--- src/rtl/popcount_pkg.sv ---
// Shared types and width helpers for the streaming ones-counter.
package popcount_pkg;

  typedef enum logic {
    POPCNT_WORD  = 1'b0,
    POPCNT_FRAME = 1'b1
  } popcnt_mode_e;

  // Bits needed to hold a ones count of a w-bit word, including the all-ones case.
  function automatic int unsigned cnt_width(input int unsigned w);
    return $clog2(w) + 1;
  endfunction

endpackage

--- src/rtl/popcount_stream_if.sv ---
// Valid/ready stream bundle between a beat source, the ones-counter and its result sink.
interface popcount_stream_if #(
  parameter int unsigned DATA_WIDTH = 16,
  parameter int unsigned ACC_WIDTH  = 32
) ();
  import popcount_pkg::*;

  popcnt_mode_e            mode;
  logic                    in_valid;
  logic                    in_ready;
  logic [DATA_WIDTH-1:0]   in_data;
  logic                    in_last;
  logic                    out_valid;
  logic                    out_ready;
  logic [ACC_WIDTH-1:0]    out_count;
  logic                    out_last;
  logic                    out_sat;

  modport master (
    output mode, in_valid, in_data, in_last, out_ready,
    input  in_ready, out_valid, out_count, out_last, out_sat
  );

  modport slave (
    input  mode, in_valid, in_data, in_last, out_ready,
    output in_ready, out_valid, out_count, out_last, out_sat
  );

endinterface

--- src/rtl/popcount_chunk.sv ---
// Combinational ones count of a single CHUNK_WIDTH-bit slice.
module popcount_chunk
  import popcount_pkg::*;
#(
  parameter int unsigned CHUNK_WIDTH = 8,
  localparam int unsigned CW = cnt_width(CHUNK_WIDTH)
) (
  input  logic [CHUNK_WIDTH-1:0] chunk,
  output logic [CW-1:0]          count_c
);

  always_comb begin
    count_c = '0;
    for (int unsigned i = 0; i < CHUNK_WIDTH; i++) begin
      count_c = count_c + CW'(chunk[i]);
    end
  end

endmodule

--- src/rtl/popcount_stream.sv ---
// Two-stage pipelined ones-counter: per-word counts or saturating per-frame totals.
module popcount_stream
  import popcount_pkg::*;
#(
  parameter int unsigned DATA_WIDTH  = 16,
  parameter int unsigned CHUNK_WIDTH = 8,
  parameter int unsigned ACC_WIDTH   = 32
) (
  input logic              clk,
  input logic              rst,
  popcount_stream_if.slave bus
);

  localparam int unsigned NUM_CHUNKS = DATA_WIDTH / CHUNK_WIDTH;
  localparam int unsigned CNT_W      = cnt_width(DATA_WIDTH);
  localparam int unsigned CHK_W      = cnt_width(CHUNK_WIDTH);
  localparam logic [ACC_WIDTH-1:0] ACC_MAX = '1;

  if (DATA_WIDTH % CHUNK_WIDTH != 0) begin : g_bad_chunk
    $error("popcount_stream: DATA_WIDTH must be a multiple of CHUNK_WIDTH");
  end
  if (ACC_WIDTH < CNT_W) begin : g_bad_acc
    $error("popcount_stream: ACC_WIDTH too narrow for a full-word count");
  end

  logic                  en_c;
  logic                  accept_c;
  popcnt_mode_e          eff_mode_c;

  popcnt_mode_e          mode_q;
  logic                  in_frame_q;

  logic [CHK_W-1:0]      chunk_cnt_c [NUM_CHUNKS];
  logic [CHK_W-1:0]      s1_cnt_q    [NUM_CHUNKS];
  logic                  s1_valid_q;
  logic                  s1_last_q;
  logic                  s1_frame_q;

  logic [CNT_W-1:0]      sum_c;
  logic [ACC_WIDTH:0]    acc_sum_c;
  logic                  overflow_c;
  logic [ACC_WIDTH-1:0]  acc_next_c;
  logic [ACC_WIDTH-1:0]  acc_q;
  logic                  sat_q;

  logic                  out_valid_q;
  logic [ACC_WIDTH-1:0]  out_count_q;
  logic                  out_last_q;
  logic                  out_sat_q;

  // The whole pipeline freezes only while a result is waiting to be taken.
  assign en_c       = !(out_valid_q && !bus.out_ready);
  assign accept_c   = bus.in_valid && en_c;
  assign eff_mode_c = in_frame_q ? mode_q : bus.mode;

  // Mode is captured on the first beat of a frame and held until its last beat.
  always_ff @(posedge clk or posedge rst) begin
    if (rst) begin
      mode_q     <= POPCNT_WORD;
      in_frame_q <= 1'b0;
    end else if (accept_c) begin
      if (!in_frame_q) begin
        mode_q <= bus.mode;
      end
      in_frame_q <= !bus.in_last;
    end
  end

  for (genvar g = 0; g < NUM_CHUNKS; g++) begin : g_chunk
    popcount_chunk #(
      .CHUNK_WIDTH (CHUNK_WIDTH)
    ) u_chunk (
      .chunk   (bus.in_data[g*CHUNK_WIDTH +: CHUNK_WIDTH]),
      .count_c (chunk_cnt_c[g])
    );
  end

  // Stage 1: per-chunk counts plus beat attributes.
  always_ff @(posedge clk or posedge rst) begin
    if (rst) begin
      s1_cnt_q   <= '{default: '0};
      s1_valid_q <= 1'b0;
      s1_last_q  <= 1'b0;
      s1_frame_q <= 1'b0;
    end else if (en_c) begin
      s1_cnt_q   <= chunk_cnt_c;
      s1_valid_q <= accept_c;
      s1_last_q  <= bus.in_last;
      s1_frame_q <= (eff_mode_c == POPCNT_FRAME);
    end
  end

  always_comb begin
    sum_c = '0;
    for (int unsigned i = 0; i < NUM_CHUNKS; i++) begin
      sum_c = sum_c + CNT_W'(s1_cnt_q[i]);
    end
  end

  // One spare bit on the add exposes overflow; clamp to the top code when it fires.
  assign acc_sum_c  = {1'b0, acc_q} + (ACC_WIDTH+1)'(sum_c);
  assign overflow_c = acc_sum_c[ACC_WIDTH];
  assign acc_next_c = overflow_c ? ACC_MAX : acc_sum_c[ACC_WIDTH-1:0];

  // Stage 2: word result, frame accumulation, or frame result with accumulator clear.
  always_ff @(posedge clk or posedge rst) begin
    if (rst) begin
      acc_q       <= '0;
      sat_q       <= 1'b0;
      out_valid_q <= 1'b0;
      out_count_q <= '0;
      out_last_q  <= 1'b0;
      out_sat_q   <= 1'b0;
    end else if (en_c) begin
      out_valid_q <= 1'b0;
      if (s1_valid_q) begin
        if (!s1_frame_q) begin
          out_valid_q <= 1'b1;
          out_count_q <= ACC_WIDTH'(sum_c);
          out_last_q  <= s1_last_q;
          out_sat_q   <= 1'b0;
        end else if (s1_last_q) begin
          out_valid_q <= 1'b1;
          out_count_q <= acc_next_c;
          out_last_q  <= 1'b1;
          out_sat_q   <= sat_q | overflow_c;
          acc_q       <= '0;
          sat_q       <= 1'b0;
        end else begin
          acc_q <= acc_next_c;
          sat_q <= sat_q | overflow_c;
        end
      end
    end
  end

  assign bus.in_ready  = en_c;
  assign bus.out_valid = out_valid_q;
  assign bus.out_count = out_count_q;
  assign bus.out_last  = out_last_q;
  assign bus.out_sat   = out_sat_q;

endmodule

--- src/flat_wrapper.sv ---
// flat-port wrapper written by rule: the top's interface ports become plain ports
module popcount_stream_flat import popcount_pkg::*;
#(
  parameter int unsigned DATA_WIDTH  = 16,
  parameter int unsigned CHUNK_WIDTH = 8,
  parameter int unsigned ACC_WIDTH   = 32
)
  (clk, rst, bus_mode, bus_in_valid, bus_in_data, bus_in_last, bus_out_ready, bus_in_ready, bus_out_valid, bus_out_count, bus_out_last, bus_out_sat);
  popcount_stream_if #(.DATA_WIDTH(DATA_WIDTH), .ACC_WIDTH(ACC_WIDTH)) bus_i ();
  input logic clk;
  input logic rst;
  input wire logic [$bits(bus_i.mode)-1:0] bus_mode;
  input wire logic [$bits(bus_i.in_valid)-1:0] bus_in_valid;
  input wire logic [$bits(bus_i.in_data)-1:0] bus_in_data;
  input wire logic [$bits(bus_i.in_last)-1:0] bus_in_last;
  input wire logic [$bits(bus_i.out_ready)-1:0] bus_out_ready;
  output wire logic [$bits(bus_i.in_ready)-1:0] bus_in_ready;
  output wire logic [$bits(bus_i.out_valid)-1:0] bus_out_valid;
  output wire logic [$bits(bus_i.out_count)-1:0] bus_out_count;
  output wire logic [$bits(bus_i.out_last)-1:0] bus_out_last;
  output wire logic [$bits(bus_i.out_sat)-1:0] bus_out_sat;
  assign bus_i.mode = bus_mode;
  assign bus_i.in_valid = bus_in_valid;
  assign bus_i.in_data = bus_in_data;
  assign bus_i.in_last = bus_in_last;
  assign bus_i.out_ready = bus_out_ready;
  assign bus_in_ready = bus_i.in_ready;
  assign bus_out_valid = bus_i.out_valid;
  assign bus_out_count = bus_i.out_count;
  assign bus_out_last = bus_i.out_last;
  assign bus_out_sat = bus_i.out_sat;
  popcount_stream #(.DATA_WIDTH(DATA_WIDTH), .CHUNK_WIDTH(CHUNK_WIDTH), .ACC_WIDTH(ACC_WIDTH)) u_core (.clk(clk), .rst(rst), .bus(bus_i));
endmodule
--- config.mk ---
export PLATFORM = sky130hd
export DESIGN_NAME = popcount_stream_flat
export DESIGN_NICKNAME = d
export VERILOG_FILES = /design/src/rtl/popcount_pkg.sv /design/src/rtl/popcount_stream_if.sv /design/src/rtl/popcount_chunk.sv /design/src/rtl/popcount_stream.sv /design/src/flat_wrapper.sv
export SDC_FILE = /design/constraint.sdc
export NUM_CORES = 1
export LEC_CHECK = 0
export CORE_MARGIN = 5
export CORE_UTILIZATION = 60
export DETAILED_ROUTE_END_ITERATION = 6
export HOLD_SLACK_MARGIN = 0.15
export PLACE_DENSITY_LB_ADDON = 0.15
export SLEW_MARGIN = 20
export SYNTH_ARGS = -nofsm -noshare
export SYNTH_HDL_FRONTEND = slang
export SYNTH_SLANG_ARGS = --single-unit
--- constraint.sdc ---
create_clock -name clk -period 6.89 [get_ports clk]
set_clock_uncertainty 0.2 [all_clocks]
set_input_delay 2.067 -clock clk [delete_from_list [all_inputs] [get_ports clk]]
set_output_delay 2.067 -clock clk [all_outputs]
set_load 0.005 [all_outputs]
==> flow_summary_export.csv <==
group,metric,value,unit
placement,gp_congestion,0.8531,
pwr,peakVddDrop,0.1983,mV
pwr,comb_power_share,38.5,%
worst_setup_path,worstSetupEndpointType,"primary output",
yosys,synth-seq-area-share,43.04,%
drt,remaining_drc_errors,0,
drt,final_antenna_net_count,0,
floorplanning,start_util,61.26,%
placement,dpl-instance-area,5334,sq um
timing,tightest_slew,0.9345,ns
yosys,yosysUniqueCellTypes,56,
global_route,grt.busiest_layer,"met2",
worst_setup_path,worstPathRequired,4.62,ns
global_route,grt.met3_usage,4.671,%
drt,wirelength,11450,um
cts,cts_tree,"done",
yosys,yosysWarnings,0,
pwr,seqPwrFrac,35.8,%
layout,antenna_cells,0,
yosys,synthCells,503,
worst_setup_path,critPathLaunchType,"input pin",
floorplanning,die_y,98.60,um
yosys,syn_nets,550,
yosys,synth_edf_count,0,
floorplanning,die_area,9721,sq um
global_route,first_global_vias,4010,
floorplanning,pin_count,58,
drt,vias_per_cell,6.224,
placement,hpwl,7924,um
floorplanning,placement_rows,32,
yosys,synthTopCellsByArea,"dfrtp_1 43%, nand2_1 4.5%, fa_1 4.3%, ha_1 4.0%, a21oi_1 3.3%",
global_route,grtUsageMet2,39.31,%
yosys,yosys-top-cells-count,"81 x dfrtp_1, 56 x nand2_1, 36 x nor2_1",
timing,slew_headroom,37.47,%
worst_setup_path,cp_max_fo,2,
cts,postCtsHoldBufs,0,
pwr,leakagePower,2.526,nW
cts,clockRootBuffer,"clkbuf_8",
worst_setup_path,critPathLaunch,"bus_out_ready",
outcome,status,"finished, final reports clean",
yosys,yosysTopAreaCellShare,43.04,%
worst_setup_path,r2r_start,"u_core.s1_cnt_q[4]",
worst_setup_path,critPathKind,"input pin to primary output",
layout,area_growth,18.46,%
pwr,powerDensity,298.4,nW/um^2
cts,cts_made_buffers,9,
floorplanning,coreArea,7687,sq um
global_route,grtUsageTotal,24.63,%
timing,clock.fmax,182.0,MHz
yosys,synth_flop_cell,"dfrtp_1",
cts,clkTransAtPathRegs,0.08,ns
worst_setup_path,worst_ep_arrival_time,3.23,ns
timing,rsz0062_at_grt,"no",
drt,num_vias,4077,
timing,setup_violations,0,
drt,detail_route.wl_per_cell,17.48,um
worst_hold_path,hold_path.class,"flop to flop",
cts,cts_sinks,81,
pwr,p_sw,0.5957,mW
layout,fin_area,5579,sq um
cts,cts_max_level,3,
layout,nNetsFinal,595,
floorplanning,die_w,98.60,um
global_route,grt_max_degree,48,
global_route,grt_use_met1,33.47,%
worst_hold_path,holdCritStartpoint,"u_core.bus.out_count[6]",
drt,drtPass1Iterations,5,
timing,setup_tns,0,ns
cts,post_cts_buffers,0,
layout,drive_gt1_share,6.510,%
global_route,gr-total-overflow,0,
timing,maxSlewViolCount,0,
drt,drt-initial-drc-count,275,
yosys,async_reset_ff_share,100.0,%
timing,fin_crit_sh,79.74,%
cts,clk_path_buf_depth,2,
yosys,yosysMostFrequentCell,"dfrtp_1",
yosys,synth_area_leader_cell,"dfrtp_1",
placement,port_buffers,57,
global_route,antenna_found_initial,0,
yosys,avgSynthCellArea,9.363,sq um
global_route,grt_pass1_wl,19430,um
yosys,synth_seq_cells,81,
yosys,syn-cell-area,4710,sq um
timing,hold_viol_final,0,
timing,period_minus_slack,5.494,ns
pwr,clock_power_share,25.7,%
pwr,switching_share,35.78,%
pwr,power.internal,1.069,mW
cts,ctsResizeCount,0,
cts,clk_latency,0.35,ns
run,maxCapViolCount,0,
layout by cell type, fill, tap and decap left out, types with 4 or more instances in the layout:
| cell type | count |
|---|---|
| a21o_1 | 9 |
| inv_1 | 30 |
| xor2_1 | 11 |
| nor3_1 | 15 |
| a22o_1 | 7 |
| o31ai_1 | 6 |
| clkdlybuf4s50_1 | 57 |
| nor2_1 | 35 |
| dfrtp_1 | 81 |
| fa_1 | 10 |
| a211oi_1 | 6 |
| a21oi_1 | 31 |
| a221o_1 | 10 |
| mux2_2 | 4 |
| nand2_1 | 56 |
| and4_1 | 4 |
| xnor2_1 | 12 |
| clkbuf_8 | 10 |
| a31oi_1 | 14 |
| buf_4 | 9 |
| a311oi_1 | 4 |
| ha_1 | 15 |
| nand3_1 | 20 |
| o21ai_0 | 24 |
| and3_1 | 12 |
| nand4_1 | 7 |
logic make-up after synthesis:
| group | after synthesis | share of synthesized area [%] |
|---|---|---|
| xor+xnor | 23 | 4.277 |
| compound gates | 136 | 20.06 |
| simple gates | 169 | 17.48 |
| fa+ha+maj | 25 | 8.236 |
| mux | 6 | 1.381 |
| buf+inv | 63 | 5.526 |
| flops | 81 | 43.04 |
power groups by stage:
| stage | combinational [mW] | clock, mW | sequential, mW |
|---|---|---|---|
| 5_1_grt | 0.724 | 0.449 | 0.605 |
| 3_5_place_dp | 0.633 | 0 | 0.605 |
| 2_1_floorplan | 0.463 | 0 | 0.585 |
| 4_1_cts | 0.641 | 0.429 | 0.595 |
| 6_report | 0.642 | 0.428 | 0.596 |
| 3_3_place_gp | 0.610 | 0 | 0.601 |
through the flow:
step | worst slack [ns] | hold WS, ns | std cells | util (%) | total power, mW
after floorplan | 2.069 | 0.2453 | 503 | - | 1.048
after global routing | 1.330 | 0.2965 | 655 | 72.57 | 1.778
after detailed placement | 1.394 | 0.2566 | 639 | 69.38 | 1.238
after CTS | 1.381 | 0.2755 | 655 | 72.56 | 1.665
after global placement | 1.421 | 0.2487 | 639 | 69.38 | 1.211
final | 1.396 | 0.2697 | 655 | 72.57 | 1.665
sequential cells by signal, indices dropped and copies added (netlist names):
name and count:
u_core.bus.out_count 32, u_core.bus.out_last 1, u_core.s1_cnt_q 8, u_core.mode_q 1
u_core.s1_valid_q 1, u_core.sat_q 1, u_core.acc_q 32, u_core.in_frame_q 1
u_core.bus.out_sat 1, u_core.bus.out_valid 1, u_core.s1_frame_q 1, u_core.s1_last_q 1
layout make-up:
type                            instances  area (sq um)
Multi-Input combinational cell        359          2425
Fill cell                             604          2108
Sequential cell                        81          2027
Timing Repair Buffer                   66         638.1
Clock buffer                           11         141.4
Tap cell                              102         127.6
Inverter                               31         117.6
Clock inverter                          5         102.6
path summary, 6_finish.rpt:
check,end,slack [ns],cells after the start
min reg2reg,u_core.bus.out_count[6],0.27,2
max in group asynchronous,u_core.bus.out_count[5],3.56,3
min,u_core.bus.out_count[6],0.27,2
max,bus_in_ready,1.40,3
max reg2reg,u_core.acc_q[13],2.78,12
min in group asynchronous,u_core.bus.out_count[1],1.97,2
worst max-delay path, stage by stage:
cell and delay (ns):
clkdlybuf4s50_1 0.46, nand2b_1 0.15, clkdlybuf4s50_1 0.54
layer usage:
layer	share of wire [%]	wire length [um]
met1	43	4878
met2	48	5536
met3	6.5	739
met4	2.6	295
met5	0	0
Note: power is estimated with default switching activity, not from simulation.
